<file path="src/rtl/gpio_config_loader.sv">
// Per-pad GPIO configuration loader: applies tie-cell defaults after reset, then accepts
// daisy-chained serial reconfiguration. Optional GPIO_CFG_READBACK_EN adds capture_strobe readback.
module gpio_config_loader #(
  parameter int WIDTH = 10,
  parameter int CNT_W = 4
) (
  input  logic             clock,
  input  logic             resetn,
  input  logic [WIDTH-1:0] gpio_defaults,
  input  logic             serial_data_in,
  input  logic             shift_strobe,
  input  logic             load_strobe,
  input  logic             restore_strobe,
`ifdef GPIO_CFG_READBACK_EN
  input  logic             capture_strobe,
`endif
  output logic             serial_data_out,
  output logic [WIDTH-1:0] gpio_config,
  output logic             config_valid,
  output logic             busy,
  output logic             load_error
);

  typedef enum logic [1:0] {
    ST_INIT,
    ST_IDLE,
    ST_SHIFT
  } state_e;

  // A word is complete at exactly WIDTH bits; WIDTH+1 marks an overrun and holds there.
  localparam logic [CNT_W-1:0] FULL_CNT = CNT_W'(WIDTH);
  localparam logic [CNT_W-1:0] OVR_CNT  = CNT_W'(WIDTH + 1);

  state_e             state_q, state_d;
  logic [WIDTH-1:0]   shift_reg_q, shift_reg_d;
  logic [CNT_W-1:0]   bit_cnt_q, bit_cnt_d;
  logic [WIDTH-1:0]   gpio_config_q, gpio_config_d;
  logic               config_valid_q, config_valid_d;
  logic               load_error_q, load_error_d;
  logic               busy_q, busy_d;
  logic               sdo_q, sdo_d;

  logic [WIDTH-1:0]   eff_word;
  logic [CNT_W-1:0]   eff_cnt;

  always_comb begin
    // NOTE: every combinational output gets a default first so no path leaves it unassigned (no latches).
    state_d        = state_q;
    shift_reg_d    = shift_reg_q;
    bit_cnt_d      = bit_cnt_q;
    gpio_config_d  = gpio_config_q;
    config_valid_d = config_valid_q;
    load_error_d   = load_error_q;
    eff_word       = shift_reg_q;
    eff_cnt        = bit_cnt_q;

    unique case (state_q)
      ST_INIT: begin
        gpio_config_d  = gpio_defaults;
        config_valid_d = 1'b1;
        state_d        = ST_IDLE;
      end

      ST_IDLE, ST_SHIFT: begin
        // Same-cycle shift is folded into eff_* so a coincident load commits that bit too.
        if (shift_strobe) begin
          eff_word = {shift_reg_q[WIDTH-2:0], serial_data_in};
          if (state_q == ST_IDLE) begin
            eff_cnt = CNT_W'(1);
          end else if (bit_cnt_q == OVR_CNT) begin
            eff_cnt = OVR_CNT;
          end else begin
            eff_cnt = bit_cnt_q + CNT_W'(1);
          end
          shift_reg_d = eff_word;
          bit_cnt_d   = eff_cnt;
          state_d     = ST_SHIFT;
        end

        if (load_strobe) begin
          if (eff_cnt == FULL_CNT) begin
            gpio_config_d = eff_word;
          end else begin
            load_error_d = 1'b1;
          end
          bit_cnt_d = '0;
          state_d   = ST_IDLE;
        end

`ifdef GPIO_CFG_READBACK_EN
        // Readback capture only when idle and no shift/load competes for shift_reg.
        if (capture_strobe && (state_q == ST_IDLE) && !shift_strobe && !load_strobe) begin
          shift_reg_d = gpio_config_q;
          bit_cnt_d   = '0;
        end
`endif

        if (restore_strobe) begin
          gpio_config_d = gpio_defaults;
          shift_reg_d   = '0;
          bit_cnt_d     = '0;
          load_error_d  = 1'b0;
          state_d       = ST_IDLE;
        end
      end

      default: begin
        state_d = ST_INIT;
      end
    endcase

    busy_d = (state_d == ST_SHIFT);
    sdo_d  = shift_reg_q[WIDTH-1];
  end

  always_ff @(posedge clock or negedge resetn) begin
    if (!resetn) begin
      state_q        <= ST_INIT;
      shift_reg_q    <= '0;
      bit_cnt_q      <= '0;
      gpio_config_q  <= '0;
      config_valid_q <= 1'b0;
      load_error_q   <= 1'b0;
      busy_q         <= 1'b0;
      sdo_q          <= 1'b0;
    end else begin
      // NOTE: sequential state uses non-blocking assignments so all flops update from pre-edge values.
      state_q        <= state_d;
      shift_reg_q    <= shift_reg_d;
      bit_cnt_q      <= bit_cnt_d;
      gpio_config_q  <= gpio_config_d;
      config_valid_q <= config_valid_d;
      load_error_q   <= load_error_d;
      busy_q         <= busy_d;
      sdo_q          <= sdo_d;
    end
  end

  assign serial_data_out = sdo_q;
  assign gpio_config     = gpio_config_q;
  assign config_valid    = config_valid_q;
  assign busy            = busy_q;
  assign load_error      = load_error_q;

endmodule

</file>
<file path="config.mk">
export PLATFORM = sky130hd
export DESIGN_NAME = gpio_config_loader
export DESIGN_NICKNAME = d
export VERILOG_FILES = /design/src/rtl/gpio_config_loader.sv
export SDC_FILE = /design/constraint.sdc
export NUM_CORES = 1
export LEC_CHECK = 0
export CAP_MARGIN = 10
export CORE_ASPECT_RATIO = 0.6
export CORE_MARGIN = 2
export CORE_UTILIZATION = 40
export DETAILED_ROUTE_END_ITERATION = 8
export GPL_TIMING_DRIVEN = 0
export PLACE_DENSITY_LB_ADDON = 0.1
export SYNTH_ARGS = -nofsm -noshare
export SYNTH_HDL_FRONTEND = slang
export SYNTH_SLANG_ARGS = --single-unit
</file>
<file path="constraint.sdc">
create_clock -name clock -period 4.3 [get_ports clock]
set_input_delay 0.86 -clock clock [delete_from_list [all_inputs] [get_ports clock]]
set_output_delay 0.86 -clock clock [all_outputs]
set_load 0.01 [all_outputs]
</file>
==> reports/results.ini <==
[routing]
drc = 0
avgViaCountPerCell = 5.39
drtAntennaViolNets = 0
drt-initial-drc-count = 91
vias = 1256
wl_per_cell_um = 15.2
firstDrtPassIters = 4
routed_wl_mm = 3.54

[setup_path]
r2r-start = state_q[0]
critPathRequiredTime_ns = 4.52
setup.worst_path.start = restore_strobe
critPathLaunchType = input port
path_max_fanout = 10
path_class = input port to flip-flop
crit_arrival_ns = 2.48
rrSetupSlack_ns = 2.16
endpoint_kind = flip-flop

[power_and_ir_drop]
p_seq_frac = 0.360
netSwitchingPower_uw = 388
p_leak_uw = 0.000850
p_int_uw = 705
power_frac_comb = 0.425
clockPowerShare = 0.214
pwr_density_cell_mw_per_mm2 = 551
max-vdd-ir-drop_mv = 0.236
swShare = 0.355

[synth]
yosysWarningCount = 0
synth.avg_cell_area_um2 = 10.3
synthTopCellsByCount = dfrtp_1 (30), nor2_1 (17), inv_1 (15), a31oi_1 (11), o22ai_1 (11)
yosys.area.top_type = dfrtp_1
synthArstFlopShare = 1.00
syn_nets = 169
syn_inst = 149
ys_seq_area_frac = 0.491
synth_area_leaders = dfrtp_1 (49%), mux2i_1 (6.6%), o22a_1 (5.7%)
synth_top_area_frac = 0.491
ys_ff_latch = 30
yosysMostFrequentCell = dfrtp_1
netlist_area_mm2 = 0.00153
synthFlopType = dfrtp_1
synth_cell_types = 34
synth-edff-count = 0

[clocking]
cts_hold_buf = 0
cts.sinks = 30
cts_tree = yes
cts_made_buffers = 5
insertion_delay_ns = 0.28
htreeDepth = 2
ctsResizeCount = 0
clk_pin_slew_ns = 0.06
cts_setup_buffers = 0
clockBufferDepth = 2
cts_root_buf = clkbuf_8

[worst_hold_path]
hp-start = shift_reg_q[9]
hp-class = flip-flop to flip-flop

[layout]
drive_gt1_frac = 0.0914
area_growth_pct = 30.0
nets = 205
finalCoreUtilization = 0.543
antennaDiodeCount = 0
fill_cells = 338

[status]
status = finished clean

[floorplanning]
core_area_mm2 = 0.00366
die-area_mm2 = 0.00435
die_h_um = 51.9
initial_utilization = 0.418
ios = 30
rows = 17
die_x_um = 83.8

[sta]
setup_viol = 0
slew_viol_final = 0
setup_ws_ns = 2.04
min_period_over_period = 0.526
tightest_slew_ns = 0.701
max_freq_ghz = 0.442
grt_setup_unrepaired = no
final.setup.tns_ns = 0
timing.slew.headroom = 0.533
hold_violations = 0
min_period_ns = 2.26
fin_worst_skew_ns = 0.00576

[grt]
grt_pass1_vias = 1210
gr-total-overflow = 0
grt_first_pass_wirelength_mm = 5.93
grt_usage = 0.179
grt_max_degree = 20
antenna_found_initial = 0

[place]
pre_cts_slack_ns = 1.77
io_buffers = 28
dp_hpwl_mm = 2.61
gp_congestion = 0.825

[flow_run]
drv_cap = 0

placed cells by master, fill, tap and decap left out, drive strengths merged, types with 2 or more instances in the layout:
master / netlist / final
clkbuf: 6 / 13
dfrtp: 30 / 30
buf: 3 / 4
ha: 4 / 4
a21oi: 5 / 5
o22a: 10 / 10
nand2: 2 / 2
clkdlybuf4s50: 0 / 28
mux2i: 10 / 10
inv: 15 / 15
a31oi: 11 / 11
o21ai: 7 / 7
nor2: 17 / 17
o22ai: 11 / 11
area by class of cell:
cell class	count	area, um^2	share of cell area
buffer	9	50.0	0.0252
clock buffer	7	86.3	0.0435
sequential	30	751	0.378
clock inverter	1	5.00	0.00252
inverter	15	56.3	0.0284
multi-input combinational	95	671	0.338
tap	47	58.8	0.0296
timing repair buffer	29	308	0.155
worst paths after layout:
kind	end	cells past startpoint
min reg2reg	serial_data_out	0
min	serial_data_out	0
max reg2reg	gpio_config[8]	6
max	gpio_config[8]	6
max in group asynchronous	gpio_config[2]	2
min in group asynchronous	state_q[1]	1
state kept, by name (all words and copies together), names as in the netlist:
register         flops
gpio_config         10
shift_reg_q         10
bit_cnt_q            4
state_q              2
busy                 1
config_valid         1
load_error           1
serial_data_out      1
power groups by stage:
stage	clock network, uW	logic [uW]	registers, uW
after floorplan	0	248	419
after CTS	240	466	394
final	234	465	394
after detailed placement	0	464	399
after global routing	253	509	403
after global placement	0	456	395
cells by family (layout without fill, tap and decap cells):
logic type / count (synthesis) / count (layout) / synth area share
flip-flops: 30 / 30 / 0.491
multiplexers: 10 / 10 / 0.0655
AO/OA/AOI/OAI: 50 / 50 / 0.233
XOR/XNOR: 1 / 1 / 0.00573
adder cells (fa/ha/maj): 4 / 4 / 0.0328
AND/OR/NAND/NOR: 30 / 30 / 0.102
buffers and inverters: 24 / 61 / 0.0696
metal layers:
metal	vias to the layer above	wire length (um)	global-route usage
li1	611	-	-
met1	604	1840	0.245
met5	-	0	0
met4	0	48	0.0645
met2	36	1460	0.269
met3	5	182	0.0556
critical path, stage by stage:
cell	delay, ns
clkdlybuf4s50_1	0.46
nor2_1	0.15
nand2_1	0.14
o21ai_0	0.22
clkbuf_1	0.44
o22a_1	0.20
metrics by stage:
stage	instance area [um^2]	std cells	hold WS, ns	power, uW
floorplan	1530	149	0.373	667
global placement	1870	224	0.389	851
detailed placement	1890	225	0.395	864
CTS	1990	233	0.409	1100
global route	1990	233	0.430	1170
finish	1990	233	0.403	1090
Note: power is estimated with default switching activity, not from simulation.
